--- src/rtl/ahb_pkg.sv ---
// AHB-Lite definitions shared by the SoC RAM port and the scrubber.
// scrub_pattern() is the address-derived word written and later verified.
package ahb_pkg;

  typedef enum logic [1:0] {
    IDLE   = 2'b00,
    BUSY   = 2'b01,
    NONSEQ = 2'b10,
    SEQ    = 2'b11
  } htrans_t;

  localparam logic [2:0] HBURST_SINGLE   = 3'b000;
  localparam logic [2:0] HSIZE_64        = 3'b011;
  localparam logic [3:0] HPROT_DATA_PRIV = 4'b0011;

  function automatic logic [63:0] scrub_pattern(input logic [31:0] addr);
    return {~addr, addr};
  endfunction

endpackage

--- src/rtl/ahb_sram_scrubber.sv ---
// AHB-Lite initiator: writes scrub_pattern() over a 64-bit SRAM window, reads it
// back and reports mismatches / bus errors. Single pipelined transfer at a time.
module ahb_sram_scrubber
  import ahb_pkg::*;
#(
  parameter logic [31:0] BASE_ADDR = 32'h0000_0000,
  parameter int unsigned WORDS     = 4096
) (
  input  logic        i_clk,
  input  logic        i_rst_n,
  input  logic        i_start,
  output logic        o_busy,
  output logic        o_done,
  output logic        o_error,
  output logic [31:0] o_err_addr,
  output logic [15:0] o_mismatch_cnt,
  output logic [31:0] o_haddr,
  output logic [2:0]  o_hburst,
  output logic [2:0]  o_hsize,
  output logic [3:0]  o_hprot,
  output logic [1:0]  o_htrans,
  output logic [63:0] o_hwdata,
  output logic        o_hwrite,
  input  logic [63:0] i_hrdata,
  input  logic        i_hresp,
  input  logic        i_hready
);

  localparam int unsigned CNT_W = $clog2(WORDS + 1);
  localparam logic [CNT_W-1:0] LAST_IDX = CNT_W'(WORDS - 1);
  localparam logic [CNT_W-1:0] CNT_ONE  = CNT_W'(1);

  typedef enum logic [2:0] {
    ST_IDLE,
    ST_WRITE,
    ST_WDRAIN,
    ST_READ,
    ST_RDRAIN,
    ST_DONE
  } state_t;

  state_t            state_reg, state_next;
  logic [CNT_W-1:0]  cnt_reg, cnt_next;
  htrans_t           htrans_reg, htrans_next;
  logic [31:0]       haddr_reg, haddr_next;
  logic              hwrite_reg, hwrite_next;
  logic [63:0]       hwdata_reg, hwdata_next;
  logic [2:0]        hburst_reg, hsize_reg;
  logic [3:0]        hprot_reg;

  // Bookkeeping for the transfer currently in its data phase.
  logic              dp_valid_reg, dp_valid_next;
  logic              dp_write_reg, dp_write_next;
  logic [31:0]       dp_addr_reg, dp_addr_next;

  logic              busy_reg, busy_next;
  logic              done_reg, done_next;
  logic              error_reg, error_next;
  logic [31:0]       err_addr_reg, err_addr_next;
  logic [15:0]       mismatch_reg, mismatch_next;

  logic              active;
  logic              last_addr;
  logic              bus_err_first;
  logic              bus_err_second;
  logic              rd_mismatch;

  always_comb begin
    active = (state_reg == ST_WRITE) || (state_reg == ST_WDRAIN) ||
             (state_reg == ST_READ)  || (state_reg == ST_RDRAIN);
    last_addr      = (cnt_reg == LAST_IDX);
    bus_err_first  = active && dp_valid_reg && i_hresp && !i_hready;
    bus_err_second = active && dp_valid_reg && i_hresp && i_hready;
    rd_mismatch    = active && dp_valid_reg && !dp_write_reg && i_hready && !i_hresp &&
                     (i_hrdata != scrub_pattern(dp_addr_reg));
  end

  always_comb begin
    state_next    = state_reg;
    cnt_next      = cnt_reg;
    htrans_next   = htrans_reg;
    haddr_next    = haddr_reg;
    hwrite_next   = hwrite_reg;
    hwdata_next   = hwdata_reg;
    dp_valid_next = dp_valid_reg;
    dp_write_next = dp_write_reg;
    dp_addr_next  = dp_addr_reg;
    busy_next     = busy_reg;
    done_next     = 1'b0;
    error_next    = error_reg;
    err_addr_next = err_addr_reg;
    mismatch_next = mismatch_reg;

    // An accepted address phase becomes the next data phase.
    if (active && i_hready) begin
      dp_valid_next = (htrans_reg == NONSEQ);
      dp_write_next = hwrite_reg;
      dp_addr_next  = haddr_reg;
    end

    case (state_reg)
      ST_IDLE: begin
        if (i_start) begin
          state_next    = ST_WRITE;
          htrans_next   = NONSEQ;
          haddr_next    = BASE_ADDR;
          hwrite_next   = 1'b1;
          cnt_next      = '0;
          busy_next     = 1'b1;
          error_next    = 1'b0;
          err_addr_next = '0;
          mismatch_next = '0;
          dp_valid_next = 1'b0;
        end
      end
      ST_WRITE: begin
        if (i_hready) begin
          hwdata_next = scrub_pattern(haddr_reg);
          if (last_addr) begin
            state_next  = ST_WDRAIN;
            htrans_next = IDLE;
          end else begin
            cnt_next   = cnt_reg + CNT_ONE;
            haddr_next = haddr_reg + 32'd8;
          end
        end
      end
      ST_WDRAIN: begin
        if (i_hready) begin
          state_next  = ST_READ;
          htrans_next = NONSEQ;
          haddr_next  = BASE_ADDR;
          hwrite_next = 1'b0;
          cnt_next    = '0;
        end
      end
      ST_READ: begin
        if (i_hready) begin
          if (last_addr) begin
            state_next  = ST_RDRAIN;
            htrans_next = IDLE;
          end else begin
            cnt_next   = cnt_reg + CNT_ONE;
            haddr_next = haddr_reg + 32'd8;
          end
        end
      end
      ST_RDRAIN: begin
        if (i_hready) begin
          state_next = ST_DONE;
          busy_next  = 1'b0;
          done_next  = 1'b1;
        end
      end
      ST_DONE: state_next = ST_IDLE;
      default: state_next = ST_IDLE;
    endcase

    if (rd_mismatch) begin
      error_next = 1'b1;
      if (!error_reg) err_addr_next = dp_addr_reg;
      if (mismatch_reg != 16'hFFFF) mismatch_next = mismatch_reg + 16'd1;
    end

    // Two-cycle ERROR: cancel the pending address phase, then abandon the scan.
    if (bus_err_first) begin
      htrans_next = IDLE;
      error_next  = 1'b1;
      if (!error_reg) err_addr_next = dp_addr_reg;
    end

    if (bus_err_second) begin
      state_next    = ST_DONE;
      htrans_next   = IDLE;
      busy_next     = 1'b0;
      done_next     = 1'b1;
      dp_valid_next = 1'b0;
    end
  end

  always_ff @(posedge i_clk or negedge i_rst_n) begin
    if (!i_rst_n) begin
      state_reg    <= ST_IDLE;
      cnt_reg      <= '0;
      htrans_reg   <= IDLE;
      haddr_reg    <= '0;
      hwrite_reg   <= 1'b0;
      hwdata_reg   <= '0;
      hburst_reg   <= '0;
      hsize_reg    <= '0;
      hprot_reg    <= '0;
      dp_valid_reg <= 1'b0;
      dp_write_reg <= 1'b0;
      dp_addr_reg  <= '0;
      busy_reg     <= 1'b0;
      done_reg     <= 1'b0;
      error_reg    <= 1'b0;
      err_addr_reg <= '0;
      mismatch_reg <= '0;
    end else begin
      state_reg    <= state_next;
      cnt_reg      <= cnt_next;
      htrans_reg   <= htrans_next;
      haddr_reg    <= haddr_next;
      hwrite_reg   <= hwrite_next;
      hwdata_reg   <= hwdata_next;
      hburst_reg   <= HBURST_SINGLE;
      hsize_reg    <= HSIZE_64;
      hprot_reg    <= HPROT_DATA_PRIV;
      dp_valid_reg <= dp_valid_next;
      dp_write_reg <= dp_write_next;
      dp_addr_reg  <= dp_addr_next;
      busy_reg     <= busy_next;
      done_reg     <= done_next;
      error_reg    <= error_next;
      err_addr_reg <= err_addr_next;
      mismatch_reg <= mismatch_next;
    end
  end

  assign o_busy         = busy_reg;
  assign o_done         = done_reg;
  assign o_error        = error_reg;
  assign o_err_addr     = err_addr_reg;
  assign o_mismatch_cnt = mismatch_reg;
  assign o_haddr        = haddr_reg;
  assign o_hburst       = hburst_reg;
  assign o_hsize        = hsize_reg;
  assign o_hprot        = hprot_reg;
  assign o_htrans       = htrans_reg;
  assign o_hwdata       = hwdata_reg;
  assign o_hwrite       = hwrite_reg;

endmodule

--- config.mk ---
export PLATFORM = sky130hd
export DESIGN_NAME = ahb_sram_scrubber
export DESIGN_NICKNAME = d
export VERILOG_FILES = /design/src/rtl/ahb_pkg.sv /design/src/rtl/ahb_sram_scrubber.sv
export SDC_FILE = /design/constraint.sdc
export NUM_CORES = 1
export LEC_CHECK = 0
export ABC_AREA = 1
export BUFFER_PORTS_ARGS = -buffer_cell sky130_fd_sc_hd__buf_2
export CORE_AREA = 2 2 138 140
export DETAILED_ROUTE_END_ITERATION = 8
export DIE_AREA = 0 0 140 142
export PLACE_DENSITY = 0.78
export SYNTH_ARGS = -nofsm -noshare
export SYNTH_HDL_FRONTEND = slang
export SYNTH_SLANG_ARGS = --single-unit
--- constraint.sdc ---
create_clock -name i_clk -period 2.07 [get_ports i_clk]
set_input_delay 0.207 -clock i_clk [delete_from_list [all_inputs] [get_ports i_clk]]
set_output_delay 0.207 -clock i_clk [all_outputs]
set_load 0.03 [all_outputs]
==> results.sh <==
export IMPL_outcome="finished, violations left"
export IMPL_violated_checks="design-rule violations"
export IMPL_cellPowerDensity_mw_per_mm2=1120
export IMPL_cp_start_kind="register"
export IMPL_critical_path_peak_fanout=14
export IMPL_mapped_cells=1318
export IMPL_hpwl_um=20700
export IMPL_final_layout_size_suffix_gt1_frac=0.218
export IMPL_worst_skew_pair_late_latency_ps=430
export IMPL_timing_max_transition_violations_final=0
export IMPL_rr_worst_depth=11
export IMPL_whs_ps=61.6
export IMPL_power_switching_share=0.414
export IMPL_cellLeakagePower_nw=6.32
export IMPL_yosys_register_bits=189
export IMPL_placement_rows=50
export IMPL_worst_setup_path_type="register to register"
export IMPL_comb_power_share=0.383
export IMPL_flow_area_growth_from_synthesis_pct=23.4
export IMPL_cp_data_arrival_time_ps=2320
export IMPL_antenna_left=0
export IMPL_via_count=9352
export IMPL_fp_coreArea_mm2=0.0185
export IMPL_syn_mean_instance_area_um2=7.40
export IMPL_grt_start_max_net_pins=103
export IMPL_gpl_final_weighted_congestion=0.971
export IMPL_synthesis_area_mm2=0.00976
export IMPL_final_min_clock_period_ps=2010
export IMPL_hold_class="input port to register"
export IMPL_cts_inserted_buffers=17
export IMPL_timing_final_hold_violations=0
export IMPL_seqPwrFrac=0.367
export IMPL_wl_per_cell_um=15.6
export IMPL_n_antenna_cell=0
export IMPL_route_final_wire_length_um=28200
export IMPL_timing_critical_path_from="state_reg[2]"
export IMPL_start_util=0.529
export IMPL_fin_nets=1625
export IMPL_timing_reg2reg_setup_slack_ps=60
export IMPL_vdd_ir_drop_max_mv=0.717
export IMPL_worst_pin_slew_ps=586
export IMPL_layout_core_utilization=0.653
export IMPL_cts_reportedPaths_clkPinSlew_ps=60
export IMPL_fin_area_mm2=0.0120
export IMPL_detail_route_drc_violations=19
export IMPL_synth_seq_area_share=0.485
export IMPL_dieArea_mm2=0.0199
export IMPL_via_count_of_the_first_global_routing_pass=8571
export IMPL_tritoncts="yes"
export IMPL_io_buffers=215
export IMPL_critPathCaptureType="register"
export IMPL_unrepaired_setup_endpoints_after_global_routing="true"
export IMPL_synth_flop_type="sky130_fd_sc_hd__dfrtp_1"
export IMPL_slew_headroom=0.610
export IMPL_total_of_max_cap_violations=0
export IMPL_grt_first_pass_wirelength_um=43900
export IMPL_die_width_um=140
export IMPL_synth_edff_count=0
export IMPL_share_clk_of_total_power=0.250
export IMPL_detailedRoute_firstIterationViolations=869
export IMPL_cts_root_buffer="sky130_fd_sc_hd__clkbuf_16"
export IMPL_antenna_violations_before_repair=0
export IMPL_boundaryPins=229
export IMPL_fmax_ghz=0.498
export IMPL_globalRouteOverflowTotal=0
export IMPL_clock_sinks=189
export IMPL_report_final_setup_viol=0
export IMPL_r2r_start="state_reg[2]"
export IMPL_critPathRequiredTime_ps=2390
export IMPL_largest_register_ff_count=59
export IMPL_vias_per_cell=5.20
export IMPL_post_dp_cell_area_mm2=0.0112
export IMPL_ys_async_sr_fraction=1.00
export IMPL_worst_setup_path_endpoint="o_err_addr[25]"
export IMPL_number_of_distinct_library_cells_after_synthesis=41
export IMPL_post_route_clock_skew_ps=9.29
export IMPL_internal_power_mw=7.88
export IMPL_reg2reg_to="o_err_addr[25]"
export IMPL_grt_usage=0.282
export IMPL_report_power_total_mw=13.4
export IMPL_netSwitchingPower_mw=5.57
export IMPL_chipHeight_um=142
export IMPL_detailedRoute_firstPassIterationCount=9
export IMPL_synth_warning_count=0
export IMPL_cts_htree_levels=4
export IMPL_setup_tns_final_ps=0
export IMPL_maximum_buffer_depth_of_the_clock_tree=2
export IMPL_period_share=0.970
[worst min path at each step]
stage | start | cells after the start | end | slack [ps]
global route | i_hready | 3 | o_done | 70
detailed placement | i_rst_n | 1 | o_mismatch_cnt[6] | 260
finish | i_hready | 3 | o_done | 60
CTS | i_hready | 3 | o_done | 30
global placement | i_rst_n | 1 | o_mismatch_cnt[6] | 250
floorplan | i_rst_n | 0 | cnt_reg[0] | -90
[cell usage after synthesis (3+ instances only)]
cell type,count,area [um^2]
sky130_fd_sc_hd__nor2_1,124,465
sky130_fd_sc_hd__nand3_1,75,375
sky130_fd_sc_hd__nor3_1,24,120
sky130_fd_sc_hd__buf_4,21,158
sky130_fd_sc_hd__or2_2,3,18.8
sky130_fd_sc_hd__o21ai_0,155,776
sky130_fd_sc_hd__nand4_1,19,119
sky130_fd_sc_hd__o21ai_1,3,15.0
sky130_fd_sc_hd__o31ai_1,5,37.5
sky130_fd_sc_hd__dfrtp_1,189,4730
sky130_fd_sc_hd__a31oi_1,3,18.8
sky130_fd_sc_hd__nor4_1,5,31.3
sky130_fd_sc_hd__nand2_1,401,1510
sky130_fd_sc_hd__buf_2,9,45.0
sky130_fd_sc_hd__o21a_1,3,22.5
sky130_fd_sc_hd__nor2_2,4,25.0
sky130_fd_sc_hd__xor2_1,14,123
sky130_fd_sc_hd__a21oi_1,32,160
sky130_fd_sc_hd__clkbuf_1,28,105
sky130_fd_sc_hd__nand2_2,3,18.8
sky130_fd_sc_hd__ha_1,3,37.5
sky130_fd_sc_hd__xnor2_1,5,43.8
sky130_fd_sc_hd__inv_1,167,627
[placed cells by master (no fill, tap or decap), types with 2 or more instances in the layout]
master,synthesis,layout
sky130_fd_sc_hd__inv_1,167,164
sky130_fd_sc_hd__clkinv_2,0,4
sky130_fd_sc_hd__nand3_1,75,73
sky130_fd_sc_hd__or2_2,3,3
sky130_fd_sc_hd__clkinvlp_4,0,3
sky130_fd_sc_hd__inv_6,0,3
sky130_fd_sc_hd__nand2_2,3,2
sky130_fd_sc_hd__o21ai_1,3,4
sky130_fd_sc_hd__bufinv_16,0,3
sky130_fd_sc_hd__clkbuf_16,0,19
sky130_fd_sc_hd__clkinv_4,0,3
sky130_fd_sc_hd__buf_12,0,8
sky130_fd_sc_hd__nand3_2,1,3
sky130_fd_sc_hd__xor2_1,14,14
sky130_fd_sc_hd__nor2_2,4,9
sky130_fd_sc_hd__a31oi_1,3,3
sky130_fd_sc_hd__buf_2,9,214
sky130_fd_sc_hd__nor3_1,24,21
sky130_fd_sc_hd__buf_4,21,36
sky130_fd_sc_hd__nand4_1,19,19
sky130_fd_sc_hd__nand2_1,401,399
sky130_fd_sc_hd__o21ai_0,155,154
sky130_fd_sc_hd__nor2_1,124,118
sky130_fd_sc_hd__ha_1,3,3
sky130_fd_sc_hd__o31ai_1,5,5
sky130_fd_sc_hd__nor3_2,1,4
sky130_fd_sc_hd__nor4_1,5,5
sky130_fd_sc_hd__a21oi_1,32,32
sky130_fd_sc_hd__inv_2,2,4
sky130_fd_sc_hd__dfrtp_1,189,178
sky130_fd_sc_hd__xnor2_1,5,5
sky130_fd_sc_hd__clkbuf_1,28,2
sky130_fd_sc_hd__dfrtp_2,0,11
sky130_fd_sc_hd__o21a_1,3,3
sky130_fd_sc_hd__nand2_4,2,5
sky130_fd_sc_hd__conb_1,2,14
[worst max-delay path, cell delays in order (launching register included)]
cell and delay [ps]:
sky130_fd_sc_hd__dfrtp_2 460, sky130_fd_sc_hd__nor2_4 150, sky130_fd_sc_hd__nand2_1 110, sky130_fd_sc_hd__nand3_2 120
sky130_fd_sc_hd__nand2_1 90, sky130_fd_sc_hd__nor4_4 310, sky130_fd_sc_hd__nand2_4 130, sky130_fd_sc_hd__nand2_4 110
sky130_fd_sc_hd__nand2_4 90, sky130_fd_sc_hd__clkbuf_16 210, sky130_fd_sc_hd__nand2_1 60, sky130_fd_sc_hd__nand2_1 40
[metrics by stage]
step | cells | setup WS, ps
after floorplan | 1330 | 140
after global placement | 1758 | 81.3
after detailed placement | 1758 | 38.6
after CTS | 1791 | 6.05
after global routing | 1800 | -45.7
final | 1800 | 61.7
[power by group through the flow]
| stage | Sequential (mW) | Combinational (mW) | Clock, mW |
|---|---|---|---|
| after global placement | 4.96 | 4.82 | 0 |
| after floorplan | 6.13 | 2.18 | 0 |
| final | 4.94 | 5.15 | 3.36 |
| after detailed placement | 4.97 | 4.91 | 0 |
| after CTS | 4.91 | 4.94 | 3.40 |
| after global routing | 5.01 | 5.63 | 3.57 |
[layer usage]
metal / global-route usage / share of wire / wire [um] / vias up
met3: 0.0424 / 0.074 / 2090 / 52
met4: 0.0952 / 0.024 / 678 / 0
li1: - / - / - / 4612
met1: 0.391 / 0.42 / 11900 / 4308
met2: 0.461 / 0.48 / 13500 / 380
met5: 0 / 0 / 0 / -
[logic make-up after synthesis]
family                   synth area share
buffers and inverters               0.100
other                            0.000770
XOR/XNOR                           0.0171
AND/OR/NAND/NOR                     0.284
AO/OA/AOI/OAI                       0.110
adder cells (fa/ha/maj)           0.00385
flip-flops                          0.485
[repair_timing]
action,4_1_cts,5_1_grt
endpoints found under the hold margin,62,0
gates resized for setup,0,35
setup buffers,0,5
endpoints found under the setup margin,0,69
hold buffers,1,0
[final cells by class]
cell class | instances | area (um^2)
fillers | 1592 | 6410
flip-flops and latches | 189 | 4740
multi-input cells | 909 | 4160
repair buffers | 263 | 1590
inverters | 171 | 648
clock buffers | 19 | 433
well taps | 234 | 293
clock inverters | 13 | 163
repair inverters | 2 | 15.0
Power figures use the tool's default switching activity.
